`src/rtl/motor_pwm_driver.sv`:
```
// motor_pwm_driver
// Turns the signed balance-controller command into an H-bridge drive: a fixed-frequency
// PWM waveform plus two direction lines (TB6612-style AIN1/AIN2/PWMA). The command is
// clamped to LIMIT and sampled only on the last cycle of each PWM period, so duty and
// direction change cleanly at period boundaries. A direction reversal inserts DEAD_PERIODS
// whole periods of coast before the new direction is driven.
//
// Ports:
//   clk          system clock
//   rst          synchronous, active-high reset
//   pwm_in       signed duty command (two's complement)
//   en           drive enable; low forces coast on the next clock
//   pwm_out      PWM to the bridge enable pin (registered compare)
//   ain1 / ain2  direction lines: ain1 = forward, ain2 = reverse, never both high
//   duty         duty magnitude applied in the current period
//   sat          high for the period whose applied command was clamped
//   period_start one-cycle pulse on the first cycle of each period (cnt == 0)

module motor_pwm_driver #(
  parameter int unsigned PERIOD       = 1000,
  parameter int unsigned LIMIT        = 900,
  parameter int unsigned DEAD_PERIODS = 1
) (
  input  logic               clk,
  input  logic               rst,
  input  logic signed [15:0] pwm_in,
  input  logic               en,
  output logic               pwm_out,
  output logic               ain1,
  output logic               ain2,
  output logic        [15:0] duty,
  output logic               sat,
  output logic               period_start
);

  localparam logic [15:0] LastCnt  = 16'(PERIOD - 1);
  localparam logic [16:0] Limit17  = 17'(LIMIT);
  localparam logic [15:0] Limit16  = 16'(LIMIT);
  localparam logic [3:0]  DeadInit = 4'(DEAD_PERIODS);

  typedef enum logic [1:0] {StIdle, StRun, StDead} state_e;

  state_e      state_q;
  logic [15:0] cnt_q;
  logic [3:0]  dead_cnt_q;
  logic        started_q;
  logic        pwm_q;
  logic        ain1_q;
  logic        ain2_q;
  logic [15:0] duty_q;
  logic        sat_q;

  logic        boundary;
  logic [16:0] mag;
  logic        cmd_sat;
  logic [15:0] cmd_duty;
  logic        req_fwd;
  logic        req_rev;
  logic        reversal;
  logic        load_cmd;
  logic        enter_dead;

  // started_q holds cnt at 0 for the first cycle after reset release, so that cycle
  // carries the first period_start pulse.
  assign boundary = started_q && (cnt_q == LastCnt);

  always_comb begin
    // 17-bit magnitude so that -32768 maps to +32768 instead of wrapping.
    mag      = pwm_in[15] ? (17'd0 - {pwm_in[15], pwm_in}) : {1'b0, pwm_in};
    cmd_sat  = (mag > Limit17);
    cmd_duty = cmd_sat ? Limit16 : mag[15:0];
    req_fwd  = ~pwm_in[15] && (pwm_in != 16'sd0);
    req_rev  = pwm_in[15];
    // Reversal is judged against the direction currently driven on the bridge.
    reversal = (req_fwd && ain2_q) || (req_rev && ain1_q);

    load_cmd   = 1'b0;
    enter_dead = 1'b0;
    if (boundary) begin
      case (state_q)
        StIdle: load_cmd = 1'b1;
        StRun: begin
          if (reversal && (DeadInit != 4'd0)) begin
            enter_dead = 1'b1;
          end else begin
            load_cmd = 1'b1;
          end
        end
        // Leaving DEAD applies the fresh sample directly, even if it is another reversal.
        StDead:  load_cmd = (dead_cnt_q <= 4'd1);
        default: load_cmd = 1'b0;
      endcase
    end
  end

  always_ff @(posedge clk) begin
    if (rst) begin
      state_q    <= StIdle;
      cnt_q      <= '0;
      dead_cnt_q <= '0;
      started_q  <= 1'b0;
      pwm_q      <= 1'b0;
      ain1_q     <= 1'b0;
      ain2_q     <= 1'b0;
      duty_q     <= '0;
      sat_q      <= 1'b0;
    end else begin
      started_q <= 1'b1;
      if (started_q) begin
        cnt_q <= boundary ? 16'd0 : cnt_q + 16'd1;
      end
      pwm_q <= en && (state_q == StRun) && (cnt_q < duty_q);

      if (!en) begin
        state_q    <= StIdle;
        dead_cnt_q <= '0;
        ain1_q     <= 1'b0;
        ain2_q     <= 1'b0;
        duty_q     <= '0;
        sat_q      <= 1'b0;
      end else if (load_cmd) begin
        state_q    <= StRun;
        dead_cnt_q <= '0;
        ain1_q     <= req_fwd;
        ain2_q     <= req_rev;
        duty_q     <= cmd_duty;
        sat_q      <= cmd_sat;
      end else if (enter_dead) begin
        state_q    <= StDead;
        dead_cnt_q <= DeadInit;
        ain1_q     <= 1'b0;
        ain2_q     <= 1'b0;
        duty_q     <= '0;
        sat_q      <= 1'b0;
      end else if (boundary && (state_q == StDead)) begin
        dead_cnt_q <= dead_cnt_q - 4'd1;
      end
    end
  end

  assign pwm_out      = pwm_q;
  assign ain1         = ain1_q;
  assign ain2         = ain2_q;
  assign duty         = duty_q;
  assign sat          = sat_q;
  assign period_start = started_q && (cnt_q == 16'd0);

endmodule
```
`config.mk`:
```
export PLATFORM = sky130hd
export DESIGN_NAME = motor_pwm_driver
export DESIGN_NICKNAME = d
export VERILOG_FILES = /design/src/rtl/motor_pwm_driver.sv
export SDC_FILE = /design/constraint.sdc
export NUM_CORES = 1
export LEC_CHECK = 0
export BUFFER_PORTS_ARGS = -buffer_cell sky130_fd_sc_hd__buf_2
export CAP_MARGIN = 20
export CORE_MARGIN = 1
export CORE_UTILIZATION = 40
export DETAILED_ROUTE_END_ITERATION = 8
export MAX_ROUTING_LAYER = met4
export PLACE_DENSITY = 0.69
export SLEW_MARGIN = 0
export SYNTH_ARGS = -nofsm -noshare
export SYNTH_HDL_FRONTEND = slang
export SYNTH_SLANG_ARGS = --single-unit
```
`constraint.sdc`:
```
create_clock -name clk -period 6.7 [get_ports clk]
set_clock_uncertainty 0.2 [all_clocks]
set_input_delay 1.34 -clock clk [delete_from_list [all_inputs] [get_ports clk]]
set_output_delay 1.34 -clock clk [all_outputs]
set_load 0.01 [all_outputs]
```
---- Yosys cells after proc, flatten, opt, wreduce, memory -nomap -nowiden ----
Cells that the tools add are included.
storage, ports and cells
  logic and storage cells ................. 59
  bits in latches ......................... 0
  input bits .............................. 19
  ROM bits ................................ 0
  register bits ........................... 43
  memories ................................ 0
  output and inout bits ................... 21
  RAM bits ................................ 0
cells by class
  magnitude comparators ................... 3
  equality and inequality tests ........... 3
  reduce and logical (&&, ||, !) cells .... 17
  add/subtract/negate cells ............... 3
  multiplexer cells ....................... 20
  bitwise logic cells ..................... 2
  multipliers ............................. 0
  div/mod/pow operators ................... 0
  shifts and indexed selects .............. 0
operators with widths
  cell                   number
  $mux 16                4
  $gt 17x10->1 const B   1
  $mux 17                1
  $sub 1x16->17 const A  1
  $add 16x1->16 const B  1
  $eq 16x10->1 const B   1
  $logic_not 16->1       1
  $lt 16x16->1           1
  $reduce_bool 16->1     1
  $mux 1                 14
  $logic_and 1x1->1      8
  $le 4x1->1 const B     1
  $reduce_bool 2->1      2
  $reduce_or 4->1        1
  $sub 4x1->4 const B    1
  $pmux 1 s3             1
  $reduce_or 3->1        1
  $eq 2x1->1 const B     1
  $eq 2x2->1 const B     1
  $logic_not 2->1        1
  $not 1->1              2
  $reduce_or 2->1        1
  $logic_or 1x1->1       1

---- Logic depth before layout (Yosys ltp) ----
  word-level depth ........................ 9
  depth in mapped cells ................... 9
  depth with buffers taken out ............ 8

---- Least setup slack after synthesis ----
OpenSTA, ideal clock, no wires.
  path type ............................... input to register
  start point ............................. input pwm_in[0]
  end point ............................... register duty_q[2], in the netlist duty[2]
  required time ........................... 6.383 ns
  path buffers ............................ 0
  data arrival time ....................... 3.218 ns
  library setup time ...................... 0.117 ns
  path slack .............................. 3.165 ns
  cell stages on the path ................. 8
  cell sequence ........................... inv_1 ha_1 or3b_2 mux2_2 a32oi_1 o311ai_2 nand4_1 a32o_1
on the way
  longest elaborated chain between the ends .. 8
  elaborated cells between the ends (all ways) .. 16
  classes of those cells .................. add/sub: 1; order compare: 1; mux: 9; reduce/logical: 5
RTL lines
  element                                                                line  text
  start, declared                                                        26    input logic signed [15:0] pwm_in,
  parallel branches: the longest is 8 deep, another holds $sub 1x16->17  -
  end signal, assigned                                                   126   duty_q <= cmd_duty;
  end, declared                                                          50    logic [15:0] duty_q;
Parallel ways; which one is timed is not known.
A chain may end at the register's enable or synchronous reset.

---- Final worst setup path ----
  start point ............................. input pwm_in[2]
  end point ............................... register duty_q[0], in the netlist duty[0]
The elaborated chain is that of the path after synthesis.

==> reports/metrics.csv <==
metric,value,unit
unrepaired setup endpoints after global routing,no,
Ant. Diodes,0,
Reg area,861,µm²
"Slowest-stage cell, CP",nor4_1,
cts bufs inserted,5,
DR vias/cell,5.44,
Max Transition Viols Final,0,
number of routed nets with antenna violations,0,
R2R depth,5,
endpoints failing setup,0,
setup TNS,0,ns
# clock sinks,43,
final worst-path cycle share,57.2,%
Layout area overhead,13.2,%
utilization after layout,46.8,%
Most Crowded Layer GR,met2,
I/O pins,40,
post-synthesis async set-or-reset flop share,0,%
Die Ht,82.8,µm
Mapped Area,2610,µm²
worst hold path depth,2,
H-tree depth,2,
top_reg_cell synth,dfxtp_1,
die area,6860,µm²
total gr overflow,0,
Root Buffer,clkbuf_8,
Synth Register Bits,43,
Cell variety after synth,50,
latest clock arrival within the worst-skew pair,0.30,ns
Max transition margin,24.5,%
synth warn,0,
arrival time at the worst endpoint,3.86,ns
routed wire length,5870,µm
Multi-input gate area,1610,µm²
via total after detailed routing,2359,
sequential fraction of the synthesis area,33.0,%
Initial Util,41.4,%
Hold Crit Start,duty[13]$_SDFFE_PP0P_,
Worst Max-Slew Pin Slew,1.12,ns
layout cells sized above 1,16.8,%
Iter 0 DRT Violations,174,
status,completed,
clock buffer depth,2,
grt met1 use,26.1,%
Worst setup EP type,flop,
Hold Path Class,flop to flop,
DRT Pass-1 Iters,5,
worst flop-to-flop path endpoint,dead_cnt_q[2]$_SDFFE_PP0P_,
crit-path cells,buf_2 -> nor4_1 -> nand2_1 -> o311ai_2 -> a22o_1 -> nand4_1 -> o21ai_0,
max incr delay on CP,0.95,ns
"Req. time, crit path",6.73,ns
CTS tree,done,
vias in the first global route,2228,
core area,6310,µm²
nets@finish,395,
P_leak,1.18,nW
met3 track utilization from global routing,3.06,%
"Clk pin slew, worst setup/hold paths",0.08,ns
Post-synth EDFFs,0,
gr usage total,19.9,%
Max VDD drop,0.000111,V
Post-Syn Instances,317,
Max Fclk,0.261,GHz
crit path launch type,primary input,
mean post-synth cell area,8.24,µm²
dpl hpwl,4480,µm
post_cts resized,0,
routing usage on met2,30.7,%
"Buf+Inv Stages, Crit Path",1,
max-cap viol count,0,
Power Total,0.471,mW
kind of critical path,primary input to flop,
worst r2r src,cnt_q[3]$_SDFFE_PP0P_,
IO Port Bufs,39,
"commonest cells after routing, fill and taps aside","dfxtp_1, buf_2, nor2_1",
DP Area,2870,µm²
largest net degree at the start of global routing,19,
num rows,29,
Die Span X,82.8,µm
Hold Buf Count CTS,0,
initial antenna violation count,0,
Mapped Nets,356,
Hold Path Sink,duty[13]$_SDFFE_PP0P_,
number of hold violations in the final report,0,
Final WS setup,2.87,ns
detailed-route DRC error count,0,
Final Critical Period,3.83,ns
fin area,2960,µm²
routed len/inst,13.5,µm
crit path max fanout,8,
pre-CTS worst setup slack,2.63,ns
post-CTS setup-driven buffer insertion count,0,
"most common cell after layout, fill and taps aside",dfxtp_1,
first-pass GRT wire length,10100,µm
P per Cell Area,159,nW/µm²
Filler cells,646,
Worst R2R Setup Slack,3.82,ns
Worst path top cell family by delay,simple AND/OR/NAND/NOR gates,
global placement routability congestion,0.813,
-- through the flow --
stage          hold slack [ns]  std cells
3_5_place_dp             0.255        426
4_1_cts                  0.267        434
5_1_grt                  0.286        434
3_3_place_gp             0.249        426
2_1_floorplan            0.278        317
6_report                 0.262        434
-- worst min-delay path, delay by kind of cell, from the launching register on --
family,cells,cell delay [ns]
flip-flops,1,0.31
buffers and inverters,1,0.07
AND/OR/NAND/NOR,1,0.04
-- how the worst max path moves through the flow --
| stage | startpoint | end | slack (ns) | cells past startpoint |
|---|---|---|---|---|
| after floorplan | pwm_in[0] | duty[2]$_SDFFE_PP0P_ | 3.16 | 8 |
| after global placement | pwm_in[2] | duty[0]$_SDFFE_PP0P_ | 2.77 | 7 |
| after detailed placement | pwm_in[2] | duty[0]$_SDFFE_PP0P_ | 2.63 | 7 |
| after CTS | pwm_in[2] | duty[0]$_SDFFE_PP0P_ | 2.94 | 7 |
| after global routing | pwm_in[2] | duty[0]$_SDFFE_PP0P_ | 2.67 | 7 |
| final | pwm_in[2] | duty[0]$_SDFFE_PP0P_ | 2.87 | 7 |
-- logic make-up after synthesis --
kind of cell               count (synthesis)  synth area share [%]
buffers and inverters                     35                  5.41
DFF                                       43                  33.0
xor gates and xnor gates                  25                  8.39
adders and majority gates                 20                  9.58
muxes                                      4                  1.72
and+or+nand+nor                          127                  25.5
AOI/OAI and AO/OA                         63                  16.4
-- registers in the layout (all words and copies together) (netlist names) --
name,count
duty,16
pwm_out,1
ain2,1
ain1,1
started_q,1
sat,1
dead_cnt_q,4
cnt_q,16
state_q,2
-- power by group --
group / switching (mW) / internal, mW / total [mW]
Sequential: 0.00188 / 0.257 / 0.258
Combinational: 0.0293 / 0.0196 / 0.0488
Clock: 0.0908 / 0.0729 / 0.164
Total: 0.122 / 0.349 / 0.471
-- final cells by class --
class | instances | area share [%]
multi-input cells | 239 | 54.4
flip-flops and latches | 43 | 29.1
repair buffers | 40 | 6.86
inverters | 27 | 3.43
well taps | 77 | 3.26
clock buffers | 6 | 2.46
clock inverters | 2 | 0.423
-- synth_stat cells, drive strengths merged, types with 4 or more instances --
master / instances / area share [%]
a21o: 4 / 1.2
a21oi: 15 / 2.9
clkbuf: 5 / 0.72
dfxtp: 43 / 33
ha: 20 / 9.6
inv: 27 / 3.9
mux2: 4 / 1.7
nand2: 28 / 4.0
nand2b: 4 / 0.96
nand3: 11 / 2.1
nand4: 9 / 2.2
nor2: 34 / 5.0
nor2b: 5 / 1.2
nor3: 5 / 0.96
nor4: 9 / 2.7
o21ai: 15 / 2.9
o22ai: 5 / 1.2
or3: 4 / 0.96
or4: 5 / 1.7
xnor2: 13 / 4.4
xor2: 12 / 4.0
-- metal layers --
metal	part of all wire [%]	wire [µm]	vias up
met4	0.61	36	0
met3	3.8	223	5
met5	0	0	-
met2	46	2680	67
li1	-	-	1205
met1	50	2930	1082
Power figures use the tool's default switching activity.
